**src/rtl/plic_gateway_arbiter.sv**
```systemverilog
// PLIC interrupt core: input synchronisers, per-source edge/level gateways
// with pending/in-service tracking, and a priority arbiter that drives the
// registered claim ID and the external interrupt request to the hart.
module plic_gateway_arbiter #(
  parameter int NSRC        = 15,
  parameter int PRIO_W      = 3,
  parameter int SYNC_STAGES = 2
) (
  input  logic                   clk,
  input  logic                   rst,
  input  logic [NSRC-1:0]        irq_src,
  input  logic [NSRC-1:0]        el,
  input  logic [NSRC-1:0]        ie,
  input  logic [NSRC*PRIO_W-1:0] pw,
  input  logic [PRIO_W-1:0]      th,
  input  logic                   claim,
  input  logic                   complete,
  input  logic [3:0]             complete_id,
  output logic [3:0]             id,
  output logic                   eip,
  output logic [NSRC-1:0]        pending,
  output logic [NSRC-1:0]        in_service
);

  logic [NSRC-1:0] sync_q [SYNC_STAGES];
  logic [NSRC-1:0] prev_q;
  logic [NSRC-1:0] edge_q;
  logic [NSRC-1:0] s;
  logic [NSRC-1:0] rise;
  logic [NSRC-1:0] claim_hit;
  logic [NSRC-1:0] complete_hit;
  logic [NSRC-1:0] pend_nxt;
  logic [NSRC-1:0] serv_nxt;
  logic [NSRC-1:0] eq_nxt;
  logic [3:0]      win_id;
  logic            win_found;

  assign s    = sync_q[SYNC_STAGES-1];
  assign rise = s & ~prev_q;

  // Synchroniser chain and edge-history flop for every source line
  always_ff @(posedge clk) begin
    if (rst) begin
      for (int i = 0; i < SYNC_STAGES; i++) sync_q[i] <= '0;
      prev_q <= '0;
    end else begin
      sync_q[0] <= irq_src;
      for (int i = 1; i < SYNC_STAGES; i++) sync_q[i] <= sync_q[i-1];
      prev_q <= s;
    end
  end

  // Decode claim (against the registered winner) and complete into one-hot
  // per-source strobes; a strobe only fires when the target is in the right state
  always_comb begin
    claim_hit    = '0;
    complete_hit = '0;
    for (int k = 0; k < NSRC; k++) begin
      if (claim && (id != 4'd0) && (id == 4'(k + 1)) && pending[k])
        claim_hit[k] = 1'b1;
      if (complete && (complete_id == 4'(k + 1)) && in_service[k])
        complete_hit[k] = 1'b1;
    end
  end

  // Gateway next state: IDLE = 00, PEND = pending, SERV = in_service
  always_comb begin
    pend_nxt = pending;
    serv_nxt = in_service;
    eq_nxt   = edge_q;
    for (int k = 0; k < NSRC; k++) begin
      if (el[k]) begin
        if (!pending[k] && !in_service[k]) begin
          if (rise[k]) pend_nxt[k] = 1'b1;
        end else if (pending[k]) begin
          // Later rises merge into the pending request; a rise coinciding
          // with the claim is queued behind it
          if (claim_hit[k]) begin
            pend_nxt[k] = 1'b0;
            serv_nxt[k] = 1'b1;
            eq_nxt[k]   = rise[k];
          end
        end else begin
          if (complete_hit[k]) begin
            serv_nxt[k] = 1'b0;
            pend_nxt[k] = edge_q[k] | rise[k];
            eq_nxt[k]   = 1'b0;
          end else begin
            eq_nxt[k] = edge_q[k] | rise[k];
          end
        end
      end else begin
        eq_nxt[k] = 1'b0;
        if (!pending[k] && !in_service[k]) begin
          if (s[k]) pend_nxt[k] = 1'b1;
        end else if (pending[k]) begin
          // Claim takes precedence over a same-cycle deassertion
          if (claim_hit[k]) begin
            pend_nxt[k] = 1'b0;
            serv_nxt[k] = 1'b1;
          end else if (!s[k]) begin
            pend_nxt[k] = 1'b0;
          end
        end else begin
          if (complete_hit[k]) serv_nxt[k] = 1'b0;
        end
      end
    end
  end

  // Arbiter: highest priority above threshold wins, lowest index on ties.
  // The source being claimed this cycle is masked so id never repeats it.
  always_comb begin
    logic [PRIO_W-1:0] best_prio;
    logic [PRIO_W-1:0] prio;
    win_id    = 4'd0;
    win_found = 1'b0;
    best_prio = '0;
    for (int k = 0; k < NSRC; k++) begin
      prio = pw[k*PRIO_W +: PRIO_W];
      if (pending[k] && ie[k] && !claim_hit[k] && (prio > th) &&
          (!win_found || (prio > best_prio))) begin
        win_found = 1'b1;
        best_prio = prio;
        win_id    = 4'(k + 1);
      end
    end
  end

  // Gateway state and registered arbitration result
  always_ff @(posedge clk) begin
    if (rst) begin
      pending    <= '0;
      in_service <= '0;
      edge_q     <= '0;
      id         <= 4'd0;
      eip        <= 1'b0;
    end else begin
      pending    <= pend_nxt;
      in_service <= serv_nxt;
      edge_q     <= eq_nxt;
      id         <= win_id;
      eip        <= win_found;
    end
  end

endmodule

```
**config.mk**
```make
export PLATFORM = sky130hd
export DESIGN_NAME = plic_gateway_arbiter
export DESIGN_NICKNAME = d
export VERILOG_FILES = /design/src/rtl/plic_gateway_arbiter.sv
export SDC_FILE = /design/constraint.sdc
export NUM_CORES = 1
export LEC_CHECK = 0
export CORE_ASPECT_RATIO = 0.6
export CORE_MARGIN = 2
export CORE_UTILIZATION = 40
export DETAILED_ROUTE_END_ITERATION = 10
export PLACE_DENSITY_LB_ADDON = 0.15
export RECOVER_POWER = 25
export REMOVE_ABC_BUFFERS = 1
export SYNTH_ARGS = -nofsm -noshare
export SYNTH_HDL_FRONTEND = slang
export SYNTH_SLANG_ARGS = --single-unit
```
**constraint.sdc**
```tcl
create_clock -name clk -period 49.6 [get_ports clk]
set_clock_uncertainty 0.1 [all_clocks]
set_input_delay 7.44 -clock clk [delete_from_list [all_inputs] [get_ports clk]]
set_output_delay 7.44 -clock clk [all_outputs]
set_load 0.05 [all_outputs]
```
# After elaboration in Yosys (flattened, before gate mapping)
# Memory sizes are Yosys's and may differ from the RTL's.
# Index checks and enable logic that the tools add are counted.
# Widths: inputs -> output; s select.
# totals
n_memories,1
ramBits,30
reg_bits,65
in_bits,101
wordCells,820
# op_classes
n_reduce_logical,284
magnitude_cmp,29
bitwise,49
eq_ne,75
n_mux,334
# memory_table
memory,words,width,rd,rd_clocked_by_memory_dff,wr,line,source
sync_q,2,15,2,0,2,25,logic [NSRC-1:0] sync_q [SYNC_STAGES];
# ops
operator,n
$mux 1,304
$logic_and 1x1->1,135
$ne 3x3->1 const B,30
$gt 3x3->1,29
$eq 4x4->1 const B,16
$reduce_and 2->1,30
$logic_not 1->1,59
$mux 4,14
$reduce_and 3->1,15
$mux 3,14
$eq 4x3->1 const B,8
$mux 15,2
$ne 2x1->1 const B,15
$not 1->1,30
$reduce_bool 2->1,15
$reduce_or 2->1,15
$or 1x1->1,17
$eq 4x2->1 const B,4
$and 15x15->15,1
$not 15->15,1
$logic_or 1x1->1,14
$eq 4x1->1 const B,2
$reduce_bool 4->1,1

# Logic depth before layout (Yosys ltp)
# Gate-level depths: netlist of the first run.
# logic_depth
word_depth,65
mapped_depth,120
ltp_nobuf,119

# Least setup slack after synthesis of the first run
# OpenSTA, ideal clock, no wires.
# synth_timing
path_type,in2reg
startpoint,input th[2]
endpoint,register id[2]
n_path_buf,1
t_required_ns,49.367
stages,101
slack_ns,23.831
arrival_time_ns,25.536
setup_ns,0.133
cell_sequence,inv_1 -> ha_1 -> nand2_1 -> o21ai_0 -> and4_1 -> nand2_1 -> ha_1 -> nor2b_1 -> o21ai_0 -> a32oi_1 -> a21oi_1 -> a22oi_1 -> ha_1 -> nor2b_1 -> o21a_1 -> o21ai_0 -> a21boi_0 -> nor3_1 -> (+65 left out) -> a21oi_1 -> maj3_1 -> o21ai_1 -> mux2i_1 -> ha_1 -> a21o_1 -> a21oi_1 -> a31oi_1 -> o21ai_1 -> nand2_1 -> o221ai_1 -> ha_1 -> a21o_1 -> a21oi_1 -> a31oi_1 -> o21ai_0 -> and2_1 -> a31oi_1
# synth_between
elab_chain_cells,59
# synth_rtl
element,line,source
"start, declared",15,"input logic [PRIO_W-1:0] th,"
$gt 3x3->1,121,if (pending[k] && ie[k] && !claim_hit[k] && (prio > th) &&
$logic_and 1x1->1,121,
$mux 3 / $mux 1 (equally long branches),121,
$gt 3x3->1 / $logic_not 1->1 (equally long branches),122,(!win_found || (prio > best_prio))) begin
$logic_or 1x1->1,122,
$logic_and 1x1->1,121,
$mux 3 / $mux 1 (equally long branches),121,
$gt 3x3->1 / $logic_not 1->1 (equally long branches),122,
(+43 left out),n/a,
$gt 3x3->1 / $logic_not 1->1 (equally long branches),122,
$logic_or 1x1->1,122,
$logic_and 1x1->1,121,
$mux 3 / $mux 1 (equally long branches),121,
$gt 3x3->1 / $logic_not 1->1 (equally long branches),122,
$logic_or 1x1->1,122,
$logic_and 1x1->1,121,
$mux 4 (*),121,
"end signal, assigned",142,id <= win_id;
"end, declared",19,"output logic [3:0] id,"
# Mark *: on every way between the ends. The rest lies on a longest branch, timed or not.
# A chain may end at the register's enable or synchronous reset.

# Worst setup path after layout of the first run
# Ends and elaborated chain as after synthesis.

==> results.sh, run 1 <==
export IMPL_synth_seq_area_share_pct=28.3
export IMPL_met2_usage_pct=29.1
export IMPL_global_route_peak_usage_layer="met1"
export IMPL_timing_final_max_slew_violations=96
export IMPL_gp_routability_congestion=0.895
export IMPL_grt_use_total_pct=21.7
export IMPL_hpwlAfterDp_um=14900
export IMPL_start_util_pct=41.1
export IMPL_drc_errors=0
export IMPL_dp_slack_ns=21.04
export IMPL_dr_vias_cell=5.35
export IMPL_status="finished with violations"
export IMPL_violated_checks="max-capacitance violations, max-slew violations"
export IMPL_h_tree_depth=3
export IMPL_std_cell_rows=36
export IMPL_iteration_0_drc_count_of_the_detailed_router=444
export IMPL_floorplan_die_width_um=171
export IMPL_worst_path_max_delay_cell="sky130_fd_sc_hd__o311ai_1"
export IMPL_layout_setup_ws_ns=20.82
export IMPL_dpl_cell_area_um2=8320
export IMPL_via_count=6425
export IMPL_power_density_cell_area_nw_per_um2=22.6
export IMPL_num_nets_final=1149
export IMPL_cts_tree="done"
export IMPL_critical_path_required_ns=49.54
export IMPL_syn_instance_count=831
export IMPL_critical_path_startpoint_type="input port"
export IMPL_edff_count_synth=0
export IMPL_groute_layer_met1_usage_pct=34.6
export IMPL_end_kind="register"
export IMPL_layout_filler_cells=1524
export IMPL_die_h_um=104
export IMPL_io_pins=136
export IMPL_final_instance_count_excl_fill=1200
export IMPL_ys_ff_latch=95
export IMPL_antenna_found_initial=0
export IMPL_dominant_synthesized_flop_cell="sky130_fd_sc_hd__dfxtp_1"
export IMPL_areaGrowthSynthToFinish_pct=27.9
export IMPL_routed_wirelength_um=19200
export IMPL_max_clock_path_buffers=2
export IMPL_crit_fanout=15
export IMPL_worst_pin_slew_ns=4.15
export IMPL_post_cts_resized=0
export IMPL_port_buffer_count=135
export IMPL_clkLatencyLatePin_ns=0.35
export IMPL_worst_hold_slack_ns=0.336
export IMPL_drt_wirelength_per_cell_um=16.0
export IMPL_grt_use_met3_pct=5.02
export IMPL_grt_pass1_wl_um=30800
export IMPL_path_class="in -> reg"
export IMPL_synthDistinctLibCells=68
export IMPL_crit_arrival_ns=28.72
export IMPL_cts_buffers=9
export IMPL_layout_cells_most_common_list="sky130_fd_sc_hd__clkdlybuf4s50_1, sky130_fd_sc_hd__dfxtp_1, sky130_fd_sc_hd__nor2b_1"
export IMPL_layout_worst_path_cycle_share_pct=58.0
export IMPL_totalPowerFinal_mw=0.194
export IMPL_cts_reportedPaths_clkPinSlew_ns=0.07
export IMPL_layout_cells_most_common="sky130_fd_sc_hd__clkdlybuf4s50_1"
export IMPL_achievable_frequency_mhz=34.7
export IMPL_async_flop_share_pct=0
export IMPL_final_hold_violation_count=0
export IMPL_grt_max_degree=96
export IMPL_fp_coreArea_um2=16400
export IMPL_mappedNetlistArea_um2=6720
export IMPL_final_period_minus_worst_setup_slack_ns=28.78
export IMPL_numPlacedInstances=1184
export IMPL_setup_violations_final=0
export IMPL_static_leakage_power_nw=3.33
export IMPL_number_of_global_route_vias_before_repair=5826
export IMPL_cts_num_sinks=95
export IMPL_setup_tns_ns=0
export IMPL_slew_headroom_pct=-176
export IMPL_final_util_pct=52.6
export IMPL_design_die_area_um2=17900
export IMPL_yosys_warnings=0
export IMPL_first_pass_iters=5
export IMPL_drtAntennaViolNets=0
export IMPL_average_instance_area_after_synthesis_um2=8.09
export IMPL_cap_viol_max_count=1
export IMPL_drive_gt1_share_pct=4.12
export IMPL_post_cts_repair_setup_buffers=0
export IMPL_globalRouteOverflowTotal=0
export IMPL_rsz0062_at_grt="no"
export IMPL_r2r_slack_ns=28.42
export IMPL_cts_hold_buffers=0
export IMPL_fin_area_um2=8600
export IMPL_antenna_cells=0
export IMPL_ir_worst_vdd_mv=0.0126
export IMPL_max_stage_delay_ns=0.66
export IMPL_cts_root_buf="sky130_fd_sc_hd__clkbuf_16"
export IMPL_hold_class="reg -> reg"
==> area by class of cell <==
class                           instances  area (um^2)  area share (%)
Multi-Input combinational cell        670         4560            53.0
Sequential cell                        95         1900            22.1
Timing Repair Buffer                  138         1370            15.9
Tap cell                              228          285            3.32
Clock buffer                           11          243            2.82
Inverter                               53          199            2.31
Clock inverter                          5         40.0           0.466
==> where the power goes <==
group / switching [mW] / internal (mW)
sequential: 0.00189 / 0.0785
clock: 0.0338 / 0.0359
combinational: 0.0232 / 0.0208
==> per-layer routing <==
layer  routed length [um]  share of wire [%]  vias to the layer above
li1                     -                  -                     3306
met1                10400                 54                     2895
met2                 7140                 37                      211
met3                 1520                7.9                       13
met4                  150               0.78                        0
met5                    0                  0                        -
==> cells in the mapped netlist (all sizes together) (3+ instances only) <==
cell | count | area [um^2]
dfxtp | 95 | 1900
nor2b | 90 | 563
nand2 | 86 | 323
ha | 81 | 1010
o21ai | 61 | 339
inv | 53 | 199
a21oi | 50 | 250
nor3 | 39 | 195
nand3 | 36 | 180
nor2 | 32 | 120
nand2b | 19 | 119
nor3b | 18 | 135
a221oi | 16 | 140
a22oi | 15 | 113
o211ai | 15 | 113
a21o | 12 | 90.1
o21a | 10 | 75.1
clkbuf | 9 | 33.8
a31oi | 6 | 37.5
mux2i | 6 | 60.1
a211oi | 5 | 37.5
nand3b | 5 | 37.5
a32oi | 4 | 35.0
and2 | 4 | 25.0
and3 | 4 | 25.0
buf | 4 | 25.0
mux2 | 4 | 48.8
o31ai | 4 | 35.0
or2 | 4 | 25.0
a2111oi | 3 | 32.5
o21bai | 3 | 22.5
o311ai | 3 | 33.8
or3b | 3 | 26.3
==> registers in the layout, indices dropped and copies added, names as in the netlist <==
signal      cells
pending        15
prev_q         15
in_service     15
edge_q         15
id              4
eip             1
sync_q         30
==> critical path: cells and delay by family <==
family	cells	cell delay [ns]
buf+inv	7	1.10
simple gates	18	3.11
mux	5	1.61
fa+ha+maj	17	4.86
compound gates	55	10.54
==> path summary, 6_finish.rpt <==
check / start / end / cells after the start
setup / recovery: th[2] / id[2] / 102
hold / removal: sync_q[0][12] / sync_q[0][27] / 1
setup reg to reg: id[1] / id[2] / 99
hold reg to reg: sync_q[0][12] / sync_q[0][27] / 1
==> kinds of logic (layout without fill, tap and decap cells) <==
family,Yosys count,in the layout,synth area share [%]
compound gates,227,227,23.2
fa+ha+maj,83,83,15.4
buf+inv,66,207,3.84
flops,95,95,28.3
mux,10,10,1.62
simple gates,350,350,27.7
(Power assumes the default switching activity.)
==> inputs of run 2 (changes only) <==
==> constraint.sdc (replaced) <==
create_clock -name clk -period 25 [get_ports clk]
set_clock_uncertainty 0.1 [all_clocks]
set_input_delay 3.75 -clock clk [delete_from_list [all_inputs] [get_ports clk]]
set_output_delay 3.75 -clock clk [all_outputs]
set_load 0.05 [all_outputs]
==> run 2 against run 1 <==
  * Final area increased by 2.6%
  * Worst hold slack got worse by 0.0016 ns
  * Sequential power increased by 99%
  * The run now ends clean
  * Combinational power increased by 110%
  * Non-clock buffer count increased by 9
  * Via count increased by 1.2%
  * Critical path depth unchanged
  * Wire length increased by 2.5%
  * Register-to-register slack got worse by 24 ns
  * Sequential share of layout area decreased by 0.56 points
  * Setup slack got worse by 20 ns
  * Utilization increased by 1.4 points
==> results.sh, run 2 (same netlist as run 1, synthesis figures left out) <==
export IMPL_status="completed"
export IMPL_max_clock_path_buffers=2
export IMPL_antenna_cells=0
export IMPL_achievable_frequency_mhz=42.2
export IMPL_port_buffer_count=135
export IMPL_layout_worst_path_cycle_share_pct=94.9
export IMPL_die_h_um=104
export IMPL_cts_tree="done"
export IMPL_worst_min_path_start="sync_q[0][12]"
export IMPL_layout_cells_most_common_list="sky130_fd_sc_hd__clkdlybuf4s50_1, sky130_fd_sc_hd__dfxtp_1, sky130_fd_sc_hd__nor2b_1"
export IMPL_grt_use_total_pct=22.0
export IMPL_hold_class="reg -> reg"
export IMPL_slew_headroom_pct=30.6
export IMPL_final_hold_violation_count=0
export IMPL_worst_pin_slew_ns=1.04
export IMPL_gp_routability_congestion=0.883
export IMPL_timing_critical_path_from="claim"
export IMPL_cts_num_sinks=95
export IMPL_dpl_cell_area_um2=8330
export IMPL_ir_worst_vdd_mv=0.0312
export IMPL_drc_errors=0
export IMPL_dr_vias_cell=5.38
export IMPL_hpwlAfterDp_um=14900
export IMPL_std_cell_rows=36
export IMPL_fin_area_um2=8820
export IMPL_layout_setup_ws_ns=1.29
export IMPL_max_stage_delay_ns=0.60
export IMPL_crit_fanout=9
export IMPL_grt_pass1_wl_um=30900
export IMPL_end_kind="register"
export IMPL_drt_wirelength_per_cell_um=16.3
export IMPL_critical_path_startpoint_type="input port"
export IMPL_final_period_minus_worst_setup_slack_ns=23.71
export IMPL_grt_max_degree=96
export IMPL_io_pins=136
export IMPL_cts_buffers=9
export IMPL_floorplan_die_width_um=171
export IMPL_path_class="in -> reg"
export IMPL_crit_top_cell="sky130_fd_sc_hd__ha_1"
export IMPL_worst_path_max_delay_cell="sky130_fd_sc_hd__clkdlybuf4s50_1"
export IMPL_antenna_found_initial=0
export IMPL_cts_root_buf="sky130_fd_sc_hd__clkbuf_16"
export IMPL_setup_violations_final=0
export IMPL_r2r_start="id[1]"
export IMPL_worstHoldEndpoint="sync_q[0][27]"
export IMPL_start_util_pct=41.1
export IMPL_static_leakage_power_nw=3.42
export IMPL_cts_reportedPaths_clkPinSlew_ns=0.07
export IMPL_globalRouteOverflowTotal=0
export IMPL_layout_cells_most_common="sky130_fd_sc_hd__clkdlybuf4s50_1"
export IMPL_r2r_slack_ns=4.80
export IMPL_routed_wirelength_um=19700
export IMPL_design_die_area_um2=17900
export IMPL_dp_slack_ns=0.352
export IMPL_timing_final_max_slew_violations=0
export IMPL_iteration_0_drc_count_of_the_detailed_router=463
export IMPL_first_pass_iters=4
export IMPL_crit_arrival_ns=23.82
export IMPL_drtAntennaViolNets=0
export IMPL_clkLatencyLatePin_ns=0.36
export IMPL_via_count=6499
export IMPL_h_tree_depth=3
export IMPL_reg2reg_depth=101
export IMPL_endpoint_of_the_worst_register_to_register_path="id[3]"
export IMPL_top_register="sync_q"
export IMPL_critical_path_required_ns=25.10
export IMPL_cap_viol_max_count=0
export IMPL_power_density_cell_area_nw_per_um2=46.2
export IMPL_fp_coreArea_um2=16400
export IMPL_drive_gt1_share_pct=6.52
export IMPL_layout_filler_cells=1572
export IMPL_areaGrowthSynthToFinish_pct=31.2
export IMPL_num_nets_final=1158
export IMPL_worstHoldPathCells=1
export IMPL_largest_reg_flops=30
export IMPL_number_of_global_route_vias_before_repair=5792
run 2: changes by cell type in the layout (fill, tap and decap cells not counted), moves of 3 or more:
cell / delta
sky130_fd_sc_hd__buf_4: +10
sky130_fd_sc_hd__o21ai_0: -5
sky130_fd_sc_hd__mux2i_1: -3
sky130_fd_sc_hd__mux2i_2: +3
sky130_fd_sc_hd__a21oi_2: +3
sky130_fd_sc_hd__a21oi_1: -3
sky130_fd_sc_hd__o21ai_1: +3
run 2: worst max path at each step:
stage / endpoint / depth (start not counted)
floorplan: id[2] / 100
global placement: id[3] / 103
detailed placement: id[2] / 98
CTS: id[2] / 98
global route: id[2] / 110
finish: id[3] / 102
run 2: power breakdown:
group	total [mW]	internal [mW]	switching [mW]
combinational	0.0910	0.0427	0.0483
sequential	0.160	0.156	0.00375
clock	0.157	0.0936	0.0630
total	0.407	0.292	0.115
run 2: critical path, delay by kind of cell:
family	cells	cell delay [ns]
compound gates	53	9.04
simple gates	18	3.16
mux	6	1.94
buf+inv	9	1.55
fa+ha+maj	16	4.37
run 2: timing repair:
item,4_1_cts,5_1_grt
setup endpoints to repair,0,4
hold buffers,0,0
gates resized for setup,0,26
buffers inserted,0,8
run 2: routing by layer:
layer / vias to the layer above / share of wire, % / GRT usage [%]
met5: - / 0 / 0
met4: 0 / 1.2 / 4.84
met3: 16 / 8.3 / 6.05
met2: 217 / 37 / 28.7
met1: 2941 / 53 / 34.6
li1: 3325 / - / -
run 2: layout make-up:
cell class	instances	area (um^2)	share of cell area [%]
clock buffers	12	256	2.91
clock inverters	4	76.3	0.865
inverters	53	199	2.26
multi-input cells	670	4660	52.9
flip-flops and latches	95	1900	21.6
well taps	228	285	3.23
repair buffers	147	1440	16.3
run 2: stage by stage:
stage          TNS, ns  hold slack [ns]  total power [mW]  cells  util (%)
2_1_floorplan        0            0.314             0.210    818         -
3_3_place_gp         0            0.317             0.249   1185      50.9
3_5_place_dp         0            0.320             0.249   1185      50.9
4_1_cts              0            0.337             0.406   1201      53.0
5_1_grt         -0.542            0.354             0.427   1209      53.9
6_report             0            0.334             0.407   1209      53.9
==> inputs of run 3 (changes only) <==
--- a/config.mk
+++ b/config.mk
@@ -8,7 +8,9 @@
 export CORE_ASPECT_RATIO = 0.6
 export CORE_MARGIN = 2
 export CORE_UTILIZATION = 40
+export CTS_CLUSTER_SIZE = 10
 export DETAILED_ROUTE_END_ITERATION = 10
+export GPL_TIMING_DRIVEN = 0
 export PLACE_DENSITY_LB_ADDON = 0.15
 export RECOVER_POWER = 25
 export REMOVE_ABC_BUFFERS = 1
==> constraint.sdc (replaced) <==
create_clock -name clk -period 23.9 [get_ports clk]
set_clock_uncertainty 0.1 [all_clocks]
set_input_delay 3.585 -clock clk [delete_from_list [all_inputs] [get_ports clk]]
set_output_delay 3.585 -clock clk [all_outputs]
set_load 0.05 [all_outputs]
==> run 3 against run 2 <==
  * First-iteration DRC count rose by 7.1%
  * Worst hold slack worse by 0.0026 ns
  * Global-route usage is 0.17 points lower
  * Sequential power grew 4%
  * Critical path depth increased by 5
  * Setup slack got worse by 0.19 ns
  * Clock-buffer cell count down 1
  * Combinational power rose by 6.7%
  * Clock power shrank 8%
  * Die area stayed put
  * Register-to-register slack lost 0.30 ns
  * Critical endpoint is now id[2]
  * Largest cell class unchanged
==> results.sh, run 3 (same netlist as run 1, synthesis figures left out) <==
export IMPL_p_comb_share_pct=23.8
export IMPL_status="completed"
export IMPL_crit_arrival_ns=22.93
export IMPL_power_switching_mw=0.124
export IMPL_routed_wirelength_um=19700
export IMPL_drive_gt1_share_pct=9.34
export IMPL_fp_coreArea_um2=16400
export IMPL_critical_path_required_ns=24.02
export IMPL_cts_reportedPaths_clkPinSlew_ns=0.07
export IMPL_dr_vias_cell=5.40
export IMPL_achievable_frequency_mhz=43.9
export IMPL_top_register="sync_q"
export IMPL_num_nets_final=1173
export IMPL_design_die_area_um2=17900
export IMPL_h_tree_depth=3
export IMPL_power_share_sequential_pct=40.9
export IMPL_layout_setup_ws_ns=1.10
export IMPL_dp_slack_ns=-1.45
export IMPL_worst_hold_slack_ns=0.331
export IMPL_start_util_pct=41.1
export IMPL_globalRouteOverflowTotal=0
export IMPL_drtAntennaViolNets=0
export IMPL_static_leakage_power_nw=3.48
export IMPL_floorplan_die_width_um=171
export IMPL_fin_area_um2=8960
export IMPL_layout_cells_most_common_list="sky130_fd_sc_hd__clkdlybuf4s50_1, sky130_fd_sc_hd__dfxtp_1, sky130_fd_sc_hd__nor2b_1"
export IMPL_critical_path_startpoint_type="input port"
export IMPL_final_util_pct=54.8
export IMPL_antenna_cells=0
export IMPL_totalPowerFinal_mw=0.408
export IMPL_grt_pass1_wl_um=30800
export IMPL_setup_tns_ns=0
export IMPL_gp_routability_congestion=0.879
export IMPL_timing_final_max_slew_violations=0
export IMPL_power_switching_fraction_pct=30.5
export IMPL_worst_pin_slew_ns=1.02
export IMPL_via_count=6607
export IMPL_hold_class="reg -> reg"
export IMPL_setup_violations_final=0
export IMPL_areaGrowthSynthToFinish_pct=33.3
export IMPL_crit_fanout=7
export IMPL_drt_wirelength_per_cell_um=16.1
export IMPL_cts_root_buf="sky130_fd_sc_hd__clkbuf_16"
export IMPL_cap_viol_max_count=0
export IMPL_intPower_mw=0.284
export IMPL_die_h_um=104
export IMPL_layout_cells_most_common="sky130_fd_sc_hd__clkdlybuf4s50_1"
export IMPL_cts_num_sinks=95
export IMPL_ir_worst_vdd_mv=0.0268
export IMPL_io_pins=136
export IMPL_final_hold_violation_count=0
export IMPL_std_cell_rows=36
export IMPL_final_instance_count_excl_fill=1224
export IMPL_first_pass_iters=6
export IMPL_end_kind="register"
export IMPL_crit_top_cell="sky130_fd_sc_hd__ha_1"
export IMPL_power_density_cell_area_nw_per_um2=45.6
export IMPL_max_clock_path_buffers=2
export IMPL_largest_reg_flops=30
export IMPL_iteration_0_drc_count_of_the_detailed_router=496
export IMPL_grt_max_degree=85
export IMPL_grt_use_total_pct=21.8
export IMPL_port_buffer_count=135
export IMPL_cts_hold_buffers=0
export IMPL_hpwlAfterDp_um=14800
export IMPL_antenna_found_initial=0
export IMPL_number_of_global_route_vias_before_repair=5776
export IMPL_layout_worst_path_cycle_share_pct=95.4
export IMPL_clkLatencyLatePin_ns=0.35
export IMPL_numPlacedInstances=1182
export IMPL_drc_errors=0
export IMPL_final_period_minus_worst_setup_slack_ns=22.80
export IMPL_path_class="in -> reg"
export IMPL_dpl_cell_area_um2=8320
export IMPL_cts_buffers=9
export IMPL_max_stage_delay_ns=0.50
export IMPL_worst_path_max_delay_cell="sky130_fd_sc_hd__clkdlybuf4s50_1"
export IMPL_slew_headroom_pct=30.2
export IMPL_cts_tree="done"
export IMPL_clkPwrFrac_pct=35.4
[run 3: changes by cell type in the layout (fill, tap and decap cells not counted), sizes merged]
cell | before | now
clkdlybuf4s50 | 134 | 133
clkinv | 0 | 2
bufinv | 2 | 0
clkdlybuf4s15 | 0 | 1
buf | 13 | 27
clkinvlp | 1 | 4
inv | 54 | 52
[run 3: worst paths after layout]
path | cells after the start | slack [ns] | from | to
setup / recovery | 107 | 1.10 | th[2] | id[2]
hold / removal | 1 | 0.33 | sync_q[0][5] | sync_q[0][20]
setup reg to reg | 104 | 4.50 | id[1] | id[2]
hold reg to reg | 1 | 0.33 | sync_q[0][5] | sync_q[0][20]
[run 3: layer usage]
layer  part of all wire (%)  global-route usage, %
met1                     53                   34.8
met4                    1.0                   3.87
met3                    8.2                   4.34
met2                     38                   29.7
met5                      0                      0
[run 3: timing repair]
action | 4_1_cts | 5_1_grt
endpoints found under the hold margin | 0 | 0
pin swaps | 1 | 12
buffers inserted | 5 | 21
setup endpoints to repair | 4 | 4
gates resized for setup | 10 | 38
[run 3: layout make-up]
cell class | count | area, um^2
clock buffer | 11 | 243
clock inverter | 5 | 41.3
fill | 1526 | 7390
inverter | 53 | 206
multi-input combinational | 670 | 4710
sequential | 95 | 1900
tap | 228 | 285
timing repair buffer | 162 | 1570
[run 3: power by group through the flow]
| stage | registers (mW) | clock network, mW | logic (mW) |
|---|---|---|---|
| final | 0.167 | 0.144 | 0.0971 |
| after global routing | 0.167 | 0.153 | 0.107 |
| after CTS | 0.167 | 0.147 | 0.0916 |
| after detailed placement | 0.170 | 0 | 0.0899 |
| after global placement | 0.170 | 0 | 0.0886 |
| after floorplan | 0.175 | 0 | 0.0451 |
[run 3: worst max-delay path, delay by kind of cell]
kind,cells,cell delay [ns]
compound gates,59,9.11
fa+ha+maj,17,4.86
simple gates,17,2.76
buf+inv,10,1.28
mux,4,1.33
